File: config.mk
export PLATFORM = sky130hd
export DESIGN_NAME = time_set_ctrl_flat
export DESIGN_NICKNAME = d
export VERILOG_FILES = /design/src/rtl/time_set_ctrl_if.sv /design/src/rtl/time_set_ctrl.sv /design/src/flat_wrapper.sv
export SDC_FILE = /design/constraint.sdc
export NUM_CORES = 1
export LEC_CHECK = 0
export CORE_AREA = 2 2 68 70
export DETAILED_ROUTE_END_ITERATION = 10
export DIE_AREA = 0 0 70 72
export GPL_ROUTABILITY_DRIVEN = 1
export GPL_TIMING_DRIVEN = 0
export SLEW_MARGIN = 20
export SYNTH_ARGS = -nofsm -noshare
export SYNTH_HDL_FRONTEND = slang
export SYNTH_SLANG_ARGS = --single-unit
File: constraint.sdc
create_clock -name CLK_IN -period 1.7 [get_ports CLK_IN]
set_input_delay 0.255 -clock CLK_IN [delete_from_list [all_inputs] [get_ports CLK_IN]]
set_output_delay 0.255 -clock CLK_IN [all_outputs]
set_load 0.1 [all_outputs]
File: src/rtl/time_set_ctrl_if.sv
// Button/tick inputs and time/mode outputs of the time-setting controller.
interface time_set_ctrl_if;
  logic       TICK;
  logic       BTN_MODE;
  logic       BTN_INC;
  logic [4:0] HOUR;
  logic [5:0] MINUTE;
  logic [5:0] SECOND;
  logic [1:0] MODE;

  modport master (
    output TICK, BTN_MODE, BTN_INC,
    input  HOUR, MINUTE, SECOND, MODE
  );

  modport slave (
    input  TICK, BTN_MODE, BTN_INC,
    output HOUR, MINUTE, SECOND, MODE
  );
endinterface

File: src/rtl/time_set_ctrl.sv
// Clock time keeper with button-driven setting of hour, minute and second.
// In RUN, TICK advances the time with a full carry chain. In the SET states
// the time is frozen, BTN_INC bumps the selected field without carry, and an
// idle counter returns the block to RUN after TIMEOUT quiet ticks.
module time_set_ctrl #(
  parameter int TIMEOUT = 10
) (
  input  logic          CLK_IN,
  input  logic          RST_N,
  time_set_ctrl_if.slave bus
);

  localparam logic [1:0] ST_RUN      = 2'd0;
  localparam logic [1:0] ST_SET_HOUR = 2'd1;
  localparam logic [1:0] ST_SET_MIN  = 2'd2;
  localparam logic [1:0] ST_SET_SEC  = 2'd3;

  // Idle count at which the next quiet tick times out.
  localparam logic [3:0] TO_LAST = 4'(TIMEOUT - 1);

  logic [4:0] hour_r,   hour_nxt_s;
  logic [5:0] min_r,    min_nxt_s;
  logic [5:0] sec_r,    sec_nxt_s;
  logic [1:0] mode_r,   mode_nxt_s;
  logic [3:0] idle_r,   idle_nxt_s;
  logic       mode_prev_r;
  logic       inc_prev_r;
  logic       mode_edge_s;
  logic       inc_edge_s;

  // Increment with wrap; any value at or above the limit wraps to zero so
  // that a corrupted field recovers on its next increment.
  function automatic logic [5:0] inc_wrap6(input logic [5:0] v, input logic [5:0] lim);
    return (v >= lim) ? 6'd0 : v + 6'd1;
  endfunction

  function automatic logic [4:0] inc_wrap5(input logic [4:0] v, input logic [4:0] lim);
    return (v >= lim) ? 5'd0 : v + 5'd1;
  endfunction

  assign mode_edge_s = bus.BTN_MODE & ~mode_prev_r;
  assign inc_edge_s  = bus.BTN_INC  & ~inc_prev_r;

  // Next-state logic for time fields, mode and idle counter.
  always_comb begin
    hour_nxt_s = hour_r;
    min_nxt_s  = min_r;
    sec_nxt_s  = sec_r;
    mode_nxt_s = mode_r;
    idle_nxt_s = idle_r;
    case (mode_r)
      ST_RUN: begin
        idle_nxt_s = 4'd0;
        if (bus.TICK) begin
          sec_nxt_s = inc_wrap6(sec_r, 6'd59);
          if (sec_r >= 6'd59) begin
            min_nxt_s = inc_wrap6(min_r, 6'd59);
            if (min_r >= 6'd59) begin
              hour_nxt_s = inc_wrap5(hour_r, 5'd23);
            end else begin
              hour_nxt_s = hour_r;
            end
          end else begin
            min_nxt_s = min_r;
          end
        end else begin
          sec_nxt_s = sec_r;
        end
        if (mode_edge_s) begin
          mode_nxt_s = ST_SET_HOUR;
        end else begin
          mode_nxt_s = ST_RUN;
        end
      end
      ST_SET_HOUR, ST_SET_MIN, ST_SET_SEC: begin
        if (mode_edge_s) begin
          // Mode wins over a coincident INC edge; SET_SEC + 1 wraps to RUN.
          mode_nxt_s = mode_r + 2'd1;
          idle_nxt_s = 4'd0;
        end else if (inc_edge_s) begin
          idle_nxt_s = 4'd0;
          case (mode_r)
            ST_SET_HOUR: hour_nxt_s = inc_wrap5(hour_r, 5'd23);
            ST_SET_MIN:  min_nxt_s  = inc_wrap6(min_r, 6'd59);
            ST_SET_SEC:  sec_nxt_s  = inc_wrap6(sec_r, 6'd59);
            default:     hour_nxt_s = hour_r;
          endcase
        end else if (bus.TICK) begin
          if (idle_r == TO_LAST) begin
            mode_nxt_s = ST_RUN;
            idle_nxt_s = 4'd0;
          end else begin
            idle_nxt_s = idle_r + 4'd1;
          end
        end else begin
          idle_nxt_s = idle_r;
        end
      end
      default: begin
        mode_nxt_s = ST_RUN;
        idle_nxt_s = 4'd0;
      end
    endcase
  end

  // State registers, edge-detect history and registered outputs.
  always_ff @(posedge CLK_IN or negedge RST_N) begin
    if (!RST_N) begin
      hour_r      <= 5'd0;
      min_r       <= 6'd0;
      sec_r       <= 6'd0;
      mode_r      <= ST_RUN;
      idle_r      <= 4'd0;
      mode_prev_r <= 1'b0;
      inc_prev_r  <= 1'b0;
    end else begin
      hour_r      <= hour_nxt_s;
      min_r       <= min_nxt_s;
      sec_r       <= sec_nxt_s;
      mode_r      <= mode_nxt_s;
      idle_r      <= idle_nxt_s;
      mode_prev_r <= bus.BTN_MODE;
      inc_prev_r  <= bus.BTN_INC;
    end
  end

  assign bus.HOUR   = hour_r;
  assign bus.MINUTE = min_r;
  assign bus.SECOND = sec_r;
  assign bus.MODE   = mode_r;

endmodule

File: src/flat_wrapper.sv
// flat-port wrapper written by rule: the top's interface ports become plain ports
module time_set_ctrl_flat 
#(
  parameter int TIMEOUT = 10
)
  (CLK_IN, RST_N, bus_TICK, bus_BTN_MODE, bus_BTN_INC, bus_HOUR, bus_MINUTE, bus_SECOND, bus_MODE);
  time_set_ctrl_if bus_i ();
  input  logic CLK_IN;
  input  logic RST_N;
  input wire logic [$bits(bus_i.TICK)-1:0] bus_TICK;
  input wire logic [$bits(bus_i.BTN_MODE)-1:0] bus_BTN_MODE;
  input wire logic [$bits(bus_i.BTN_INC)-1:0] bus_BTN_INC;
  output wire logic [$bits(bus_i.HOUR)-1:0] bus_HOUR;
  output wire logic [$bits(bus_i.MINUTE)-1:0] bus_MINUTE;
  output wire logic [$bits(bus_i.SECOND)-1:0] bus_SECOND;
  output wire logic [$bits(bus_i.MODE)-1:0] bus_MODE;
  assign bus_i.TICK = bus_TICK;
  assign bus_i.BTN_MODE = bus_BTN_MODE;
  assign bus_i.BTN_INC = bus_BTN_INC;
  assign bus_HOUR = bus_i.HOUR;
  assign bus_MINUTE = bus_i.MINUTE;
  assign bus_SECOND = bus_i.SECOND;
  assign bus_MODE = bus_i.MODE;
  time_set_ctrl #(.TIMEOUT(TIMEOUT)) u_core (.CLK_IN(CLK_IN), .RST_N(RST_N), .bus(bus_i));
endmodule
# After elaboration in Yosys (flattened, before gate mapping)
# Cells that the tools add are included.
# classes
addsub,5
order_cmp,3
eq_ne,16
muxes,32
bitwise_logic,4
n_reduce_logical,6
# ops
operator,n
$mux 6,11
$mux 5,7
$pmux 6 s2,2
$mux 4,4
$add 6x1->6 const B,2
$ge 6x6->1 const B,2
$ne 2x1->1 const B,6
$pmux 5 s2,1
$mux 2,4
$pmux 4 s2,1
$ne 3x2->1 const B,2
$reduce_and 6->1,1
$add 5x1->5 const B,1
$ge 5x5->1 const B,1
$reduce_and 5->1,1
$add 4x1->4 const B,1
$eq 2x2->1 const B,2
$eq 4x4->1 const B,1
$ne 2x2->1 const B,2
$ne 4x2->1 const B,1
$pmux 2 s2,1
$reduce_and 4->1,1
$ne 3x1->1 const B,1
$reduce_and 3->1,1
other kinds (7),9
# word_totals
ff_bits,25
input_bits,5
word_cells,73

# Depth between registers and ports, before layout
# Gate-level depths: netlist of the first run.
# logic_depth
ltp_word,6
depth_mapped,6
depth_no_buf,6

# Least setup slack after synthesis of the first run
# No wires, ideal clock.
# synth_timing
kind,reg-to-reg
start,"register u_core.mode_r[0], in the netlist u_core.bus.MODE[0]"
end,"register u_core.hour_r[0], in the netlist u_core.bus.HOUR[0]"
arrival_ps,2194
required_ps,1573
slack_ps,-621
path_stages_with_launch,6
n_path_buf,0
path_cell_list,dfrtp_1 > inv_1 > ha_1 > a31oi_1 > nor2_2 > mux2_4
# synth_via
elab_chain_len,4
elab_cells_between_ends,13
classes_between,eq/ne: 9; mux: 1; reduce/logical: 3
# synth_rtl
element,line,text
"start, declared",time_set_ctrl.sv:24,"logic [1:0] mode_r, mode_nxt_s;"
"start signal, assigned",time_set_ctrl.sv:120,mode_r <= mode_nxt_s;
$eq 2x1->1 / $eq 2x2->1 (equally long branches),"time_set_ctrl.sv:51, time_set_ctrl.sv:82",
$reduce_or 3->1,time_set_ctrl.sv:51,case (mode_r)
$ne 2x1->1 (no source line) / $ne 2x2->1 (equally long branches),-,
$reduce_and 6->1 (no source line),-,
"end signal, assigned",time_set_ctrl.sv:117,hour_r <= hour_nxt_s;
"end, declared",time_set_ctrl.sv:21,"logic [4:0] hour_r, hour_nxt_s;"
# Parallel ways exist; a longest one is shown, timed or not.
# A chain may end at the register's enable or synchronous reset.

# Final worst setup path of the first run
# layout_timing
start,"register u_core.sec_r[0], in the netlist u_core.bus.SECOND[0]"
end,"register u_core.hour_r[0], in the netlist u_core.bus.HOUR[0]"
# layout_via
elab_chain_len,3
# layout_rtl
element,line,text
"start, declared",time_set_ctrl.sv:23,"logic [5:0] sec_r, sec_nxt_s;"
"start signal, assigned",time_set_ctrl.sv:119,sec_r <= sec_nxt_s;
$ge 6x6->1,time_set_ctrl.sv:56,if (sec_r >= 6'd59) begin
$ne 2x1->1 (no source line),-,
$reduce_and 6->1 (no source line),-,
# Every way passes these cells.

==> out/results.ini, run 1 <==
[worst_setup_path]
crit_path_end_kind = register
crit_buf_inv = 0
slowest_delay_ns = 0.51
criticalPathCategory = register to register
crit_arrival_ns = 1.84
crit_chain = ha_4, o2111a_2, a31oi_4, nor2_2, mux2_4
crit_family = flip-flops
required_ns = 1.86
start_kind = register
critPathMaxFanout = 3
crit_slowest_cell = dfrtp_4

[grt]
grt_max_degree = 26
grt_use_total = 0.148
grt_overflow = 0
grt_first_pass_wirelength_mm = 5.97
antenna_found_initial = 0
grt_pass1_vias = 1343

[die]
start_util = 0.344
fp.dieH_um = 72
coreArea_um2 = 4260
placementRows = 24
die-area_um2 = 5040
io_pins = 24
fp.dieW_um = 70

[clock_tree]
clkTransAtPathRegs_ns = 0.08
cts_root_buf = clkbuf_8
clk_latency_ns = 0.27
clock_path_buffers = 2
htree_levels = 1
cts_tree = built
numCtsBuffers = 3
cts_sinks = 25

[route]
postRouteAntennaNets = 0
viasPerCell = 5.57
drc = 0
wirelength_mm = 3.56
dr.pass1.iters = 4
first_iter_violations = 42
vias = 1325
wl_per_cell_um = 15.0

[sta]
setup_ws_ns = 0.0157
max_slew_margin = 0.625
period_share = 0.991
tightest_slew_ns = 0.563
fin_skew_ns = 0.00263
report.final.slew_viol_count = 0
setup_viol = 0
period_needed_ns = 1.68
rsz0062_at_grt = yes
fmax_mhz = 594
hold_violations = 0

[synth]
seq_area_frac_synth = 0.427
syn_inst = 149
syn_area_per_cell_um2 = 9.84
synth.area.top_cells = dfrtp_1 (43%), ha_1 (7.7%), o21ai_0 (5.1%), nand3_1 (3.1%), o31ai_1 (3.1%)
synth_top_cell_area_share = 0.427
synthXorXnorAreaFrac = 0
synthMuxAreaShare = 0.0102
yosys_register_bits = 25
synth_fa_ha_area_frac = 0.0836
synth_top_family_by_area = compound AO/OA/AOI/OAI gates
yosys.area_share.simple = 0.207
synth_area_um2 = 1470
synth_compound_area_frac = 0.253
synthDistinctLibCells = 44
synth_largest_area_cell = dfrtp_1
synth_nets = 163
ys_warn_count = 0

[final_layout]
fill_cells = 399
drive_gt1_frac = 0.414
nets = 201
final_util = 0.491
syn_to_final_growth_pct = 42.7
diodes = 0

[placement]
place_ws_ns = -0.181
dpl.hpwl_mm = 2.57
port_buffers = 23
routabilityCongestion = 0.754

[run_status]
run_status = complete, no violations

[hold_path]
hold_path_class = primary input to register

[run]
maxCapViolations = 0

## worst paths after layout
kind / cells after the start / end / start / slack [ns]
max: 5 / u_core.bus.HOUR[0] / u_core.bus.SECOND[0] / 0.02
min: 1 / u_core.inc_prev_r / bus_BTN_INC / 0.45
max reg2reg: 5 / u_core.bus.HOUR[0] / u_core.bus.SECOND[0] / 0.02
min reg2reg: 3 / u_core.bus.MODE[1] / u_core.mode_prev_r / 0.55
max in group asynchronous: 2 / u_core.bus.MODE[1] / RST_N / 0.77
min in group asynchronous: 2 / u_core.bus.MINUTE[4] / RST_N / 0.51
## placed cells by master (no fill, tap or decap), types with 2 or more instances in the layout
| master | Yosys | final |
|---|---|---|
| nor3_1 | 5 | 5 |
| dfrtp_1 | 25 | 6 |
| o31ai_2 | 2 | 2 |
| a2bb2oi_1 | 2 | 2 |
| clkdlybuf4s50_1 | 0 | 2 |
| a21oi_1 | 7 | 6 |
| and2b_1 | 2 | 2 |
| o31ai_4 | 0 | 2 |
| o211ai_1 | 2 | 2 |
| buf_4 | 0 | 9 |
| nand3_1 | 9 | 9 |
| a21o_1 | 3 | 3 |
| o31ai_1 | 6 | 4 |
| nand3b_1 | 5 | 5 |
| and2_1 | 2 | 2 |
| nand2_1 | 8 | 8 |
| ha_4 | 0 | 4 |
| inv_2 | 0 | 3 |
| a31oi_4 | 1 | 3 |
| ha_1 | 9 | 5 |
| nor2_1 | 10 | 10 |
| o21ai_0 | 15 | 14 |
| dfrtp_2 | 0 | 10 |
| o2111a_2 | 2 | 2 |
| inv_1 | 6 | 3 |
| clkbuf_8 | 0 | 3 |
| dfrtp_4 | 0 | 9 |
| clkdlybuf4s15_2 | 0 | 19 |
## registers in the layout, summed over array words and instances, names as in the netlist
signal and cells:
u_core.bus.MINUTE 6, u_core.bus.SECOND 6, u_core.bus.HOUR 5, u_core.idle_r 4, u_core.bus.MODE 2, u_core.inc_prev_r 1, u_core.mode_prev_r 1
## layout make-up
type / instances / area [µm²] / share of cell area
repair buffers: 34 / 349 / 0.167
inverters: 6 / 22.5 / 0.0108
flip-flops and latches: 25 / 672 / 0.321
well taps: 52 / 65.1 / 0.0311
clock buffers: 4 / 45.0 / 0.0215
multi-input cells: 117 / 938 / 0.449
## per-layer routing
layer  GRT usage  part of all wire  vias to the layer above
met4      0.0726             0.018                        0
met3      0.0208             0.028                        6
met2       0.267              0.51                       31
li1            -                 -                      637
met5           0                 0                        -
met1       0.173              0.44                      651
## Yosys cell counts (all sizes together)
master	instances
or2	1
nor3	5
o21ai	15
or3	1
a211oi	1
a31oi	4
a32o	1
dfrtp	25
a2bb2oi	2
and3	1
nor2b	1
or4	1
o2111ai	1
nand3b	5
and2b	3
o2111a	2
maj3	1
o31a	1
a41oi	1
nand4b	1
o21ba	1
ha	9
and3b	1
nand4	1
o211ai	2
o31ai	8
mux2	1
nand3	9
inv	6
a21oi	8
nor2	11
nand2	8
nand2b	2
nor4	2
a21o	3
and2	2
buf	1
a31o	1
## metrics by stage
stage	TNS, ns	hold WS [ns]	std cells	instance area (µm²)
5_1_grt	-0.0247	0.459	238	2090
3_3_place_gp	-5.12	0.504	224	1860
2_1_floorplan	-0.533	-0.0406	149	1570
4_1_cts	0	0.457	234	1980
3_5_place_dp	-3.48	0.287	224	1860
6_report	0	0.454	238	2090
## worst reg2reg max path, delay by kind of cell (launching register included)
kind / cells / cell delay [ns]
AOI/OAI and AO/OA: 2 / 0.51
and+or+nand+nor: 1 / 0.08
DFF: 1 / 0.51
adders and majority gates: 1 / 0.18
muxes: 1 / 0.30
## cells by family after synthesis
family          Yosys count
fa+ha+maj                10
compound gates           51
simple gates             55
mux                       1
flops                    25
buf+inv                   7
## what timing repair did
action                                  4_1_cts  5_1_grt
hold buffers                                  1        0
endpoints found under the setup margin       25       13
endpoints found under the hold margin        25        0
resized for setup                            58       12
setup buffers                                 5        5
pin swaps                                     2        4
Power of run 1 is left out: the tool's default activity adds up to more than one toggle a clock period on the data nets, which glitch-free logic cannot reach.
==> run 2: changes to the inputs <==
- SETUP_SLACK_MARGIN: unset -> 0.05
==> run 2 against run 1 <==
Compared with the run above: the flow now finishes with violations (negative hold slack); clock skew increased by 0.0025 ns; die area unchanged; first-iteration DRC count down 29%; register-to-register slack better by 0.02 ns; sequential share of layout area increased by 0.55 points; worst setup slack better by 0.016 ns; cell count down 0.84%; critical path depth stayed put; non-clock buffer count shrank 2.
==> out/results.ini, run 2 (synthesis results as in run 1) <==
[clock_tree]
cts_sinks = 25  ; unchanged
clk_latency_ns = 0.27  ; about the same
clock_path_buffers = 2  ; unchanged
htree_levels = 1  ; unchanged
clkTransAtPathRegs_ns = 0.09  ; was 0.08 ns
cts_tree = built  ; unchanged
cts_root_buf = clkbuf_8  ; unchanged
numCtsBuffers = 3  ; unchanged

[route]
postRouteAntennaNets = 0  ; unchanged
drc = 0  ; unchanged
wirelength_mm = 3.49  ; was 3.56 mm
dr.pass1.iters = 4  ; unchanged
viasPerCell = 5.49  ; was 5.57
first_iter_violations = 30  ; was 42
wl_per_cell_um = 14.8  ; was 15.0 µm
vias = 1296  ; was 1325

[grt]
grt_pass1_vias = 1337  ; was 1343
grt_overflow = 0  ; unchanged
grt_first_pass_wirelength_mm = 6.08  ; was 5.97 mm
antenna_found_initial = 0  ; unchanged
grt_use_total = 0.145  ; was 0.148
grt_max_degree = 26  ; unchanged

[run_status]
violations = negative hold slack
run_status = finished, violations left  ; was complete, no violations

[final_layout]
diodes = 0  ; unchanged
nets = 199  ; was 201
final_cell_mix = clkdlybuf4s15_2 (17), o21ai_0 (12), nor2_1 (10), dfrtp_2 (10)  ; was clkdlybuf4s15_2 (19), o21ai_0 (14), nor2_1 (10), dfrtp_2 (10)
mostFrequentLayoutCell = clkdlybuf4s15_2  ; unchanged
syn_to_final_growth_pct = 40.3  ; was 42.7%
drive_gt1_frac = 0.429  ; was 0.414

[worst_setup_path]
crit_slowest_cell = dfrtp_4  ; unchanged
slowest_delay_ns = 0.51  ; about the same
reg2reg_depth = 5  ; unchanged
crit_path_end_kind = register  ; unchanged
criticalPathCategory = register to register  ; unchanged
crit_buf_inv = 0  ; unchanged
crit_family = flip-flops  ; unchanged
crit_chain = ha_4, o2111a_2, a31oi_4, nor2_2, mux2_4  ; unchanged
start_kind = register  ; unchanged
required_ns = 1.85  ; was 1.86 ns
crit_arrival_ns = 1.82  ; was 1.84 ns
critPathMaxFanout = 5  ; was 3
cp.depth = 5  ; unchanged

[sta]
report.final.slew_viol_count = 0  ; unchanged
fin_skew_ns = 0.00510  ; was 0.00263 ns
hold_violations = 25  ; was 0
max_slew_margin = 0.623  ; was 0.625
period_needed_ns = 1.67  ; was 1.68 ns
period_share = 0.982  ; was 0.991
setup_viol = 0  ; unchanged
fmax_mhz = 599  ; was 594 MHz
holdWs_ns = -0.0255  ; was 0.454 ns
tns_ns = 0  ; unchanged
rsz0062_at_grt = yes  ; unchanged
tightest_slew_ns = 0.565  ; was 0.563 ns

[run]
maxCapViolations = 0  ; unchanged

[die]
start_util = 0.344  ; unchanged
placementRows = 24  ; unchanged
io_pins = 24  ; unchanged
fp.dieW_um = 70  ; unchanged
coreArea_um2 = 4260  ; unchanged
fp.dieH_um = 72  ; unchanged
die-area_um2 = 5040  ; unchanged

[hold_path]
hold_path_class = primary input to asynchronous set/reset pin  ; was primary input to register

[placement]
dpl.hpwl_mm = 2.45  ; was 2.57 mm
routabilityCongestion = 0.792  ; was 0.754
port_buffers = 23  ; unchanged

run 2: cell types whose count changed in the layout (fill, tap and decap cells not counted), sizes merged:
cell / change
clkdlybuf4s15: -2
clkbuf: -1
clkinv: +1
buf: +1
dlygate4sd3: -1
run 2: path summary, 6_finish.rpt:
| kind | slack, ns | startpoint | to |
|---|---|---|---|
| setup / recovery | 0.03 | u_core.bus.MINUTE[1] | u_core.bus.HOUR[0] |
| hold / removal | -0.03 | RST_N | u_core.bus.HOUR[2] |
| setup reg to reg | 0.03 | u_core.bus.MINUTE[1] | u_core.bus.HOUR[0] |
| hold reg to reg | 0.53 | u_core.mode_prev_r | u_core.bus.MODE[1] |
| max in group asynchronous | 1.30 | RST_N | u_core.bus.MINUTE[1] |
| min in group CLK_IN | 0.46 | bus_BTN_INC | u_core.inc_prev_r |
run 2: timing repair:
item / 4_1_cts / 5_1_grt
resized for setup: 58 / 14
buffers inserted: 5 / 3
pin swaps: 4 / 2
hold buffers: 0 / 0
setup endpoints to repair: 26 / 14
endpoints found under the hold margin: 0 / 0
run 2: cell type report:
cell class              instances  area (µm²)
fillers                       405        2210
repair buffers                 31         303
inverters                       6        27.5
clock buffers                   3        41.3
multi-input cells             117         936
plain buffers                   1        7.51
flip-flops and latches         25         672
well taps                      52        65.1
clock inverters                 1        5.00
run 2: metrics by stage:
stage / setup WS (ns) / area (µm²) / std cells / utilization / hold WS (ns)
4_1_cts: 0.0435 / 2010 / 233 / 0.472 / 0.00298
2_1_floorplan: -0.140 / 1610 / 149 / - / -0.0406
3_5_place_dp: -0.157 / 1900 / 224 / 0.445 / 0.293
3_3_place_gp: -0.156 / 1900 / 224 / 0.446 / 0.509
6_report: 0.0313 / 2060 / 236 / 0.482 / -0.0255
5_1_grt: -0.0189 / 2060 / 236 / 0.482 / 0.0235
run 2: metal layers:
metal | GRT usage | routed length (µm) | up-vias
met4 | 0.0278 | 12 | 0
met5 | 0 | 0 | -
met2 | 0.274 | 1890 | 14
met1 | 0.180 | 1510 | 645
met3 | 0.0181 | 68 | 2
li1 | - | - | 635
Power of run 2 is left out for the same reason.
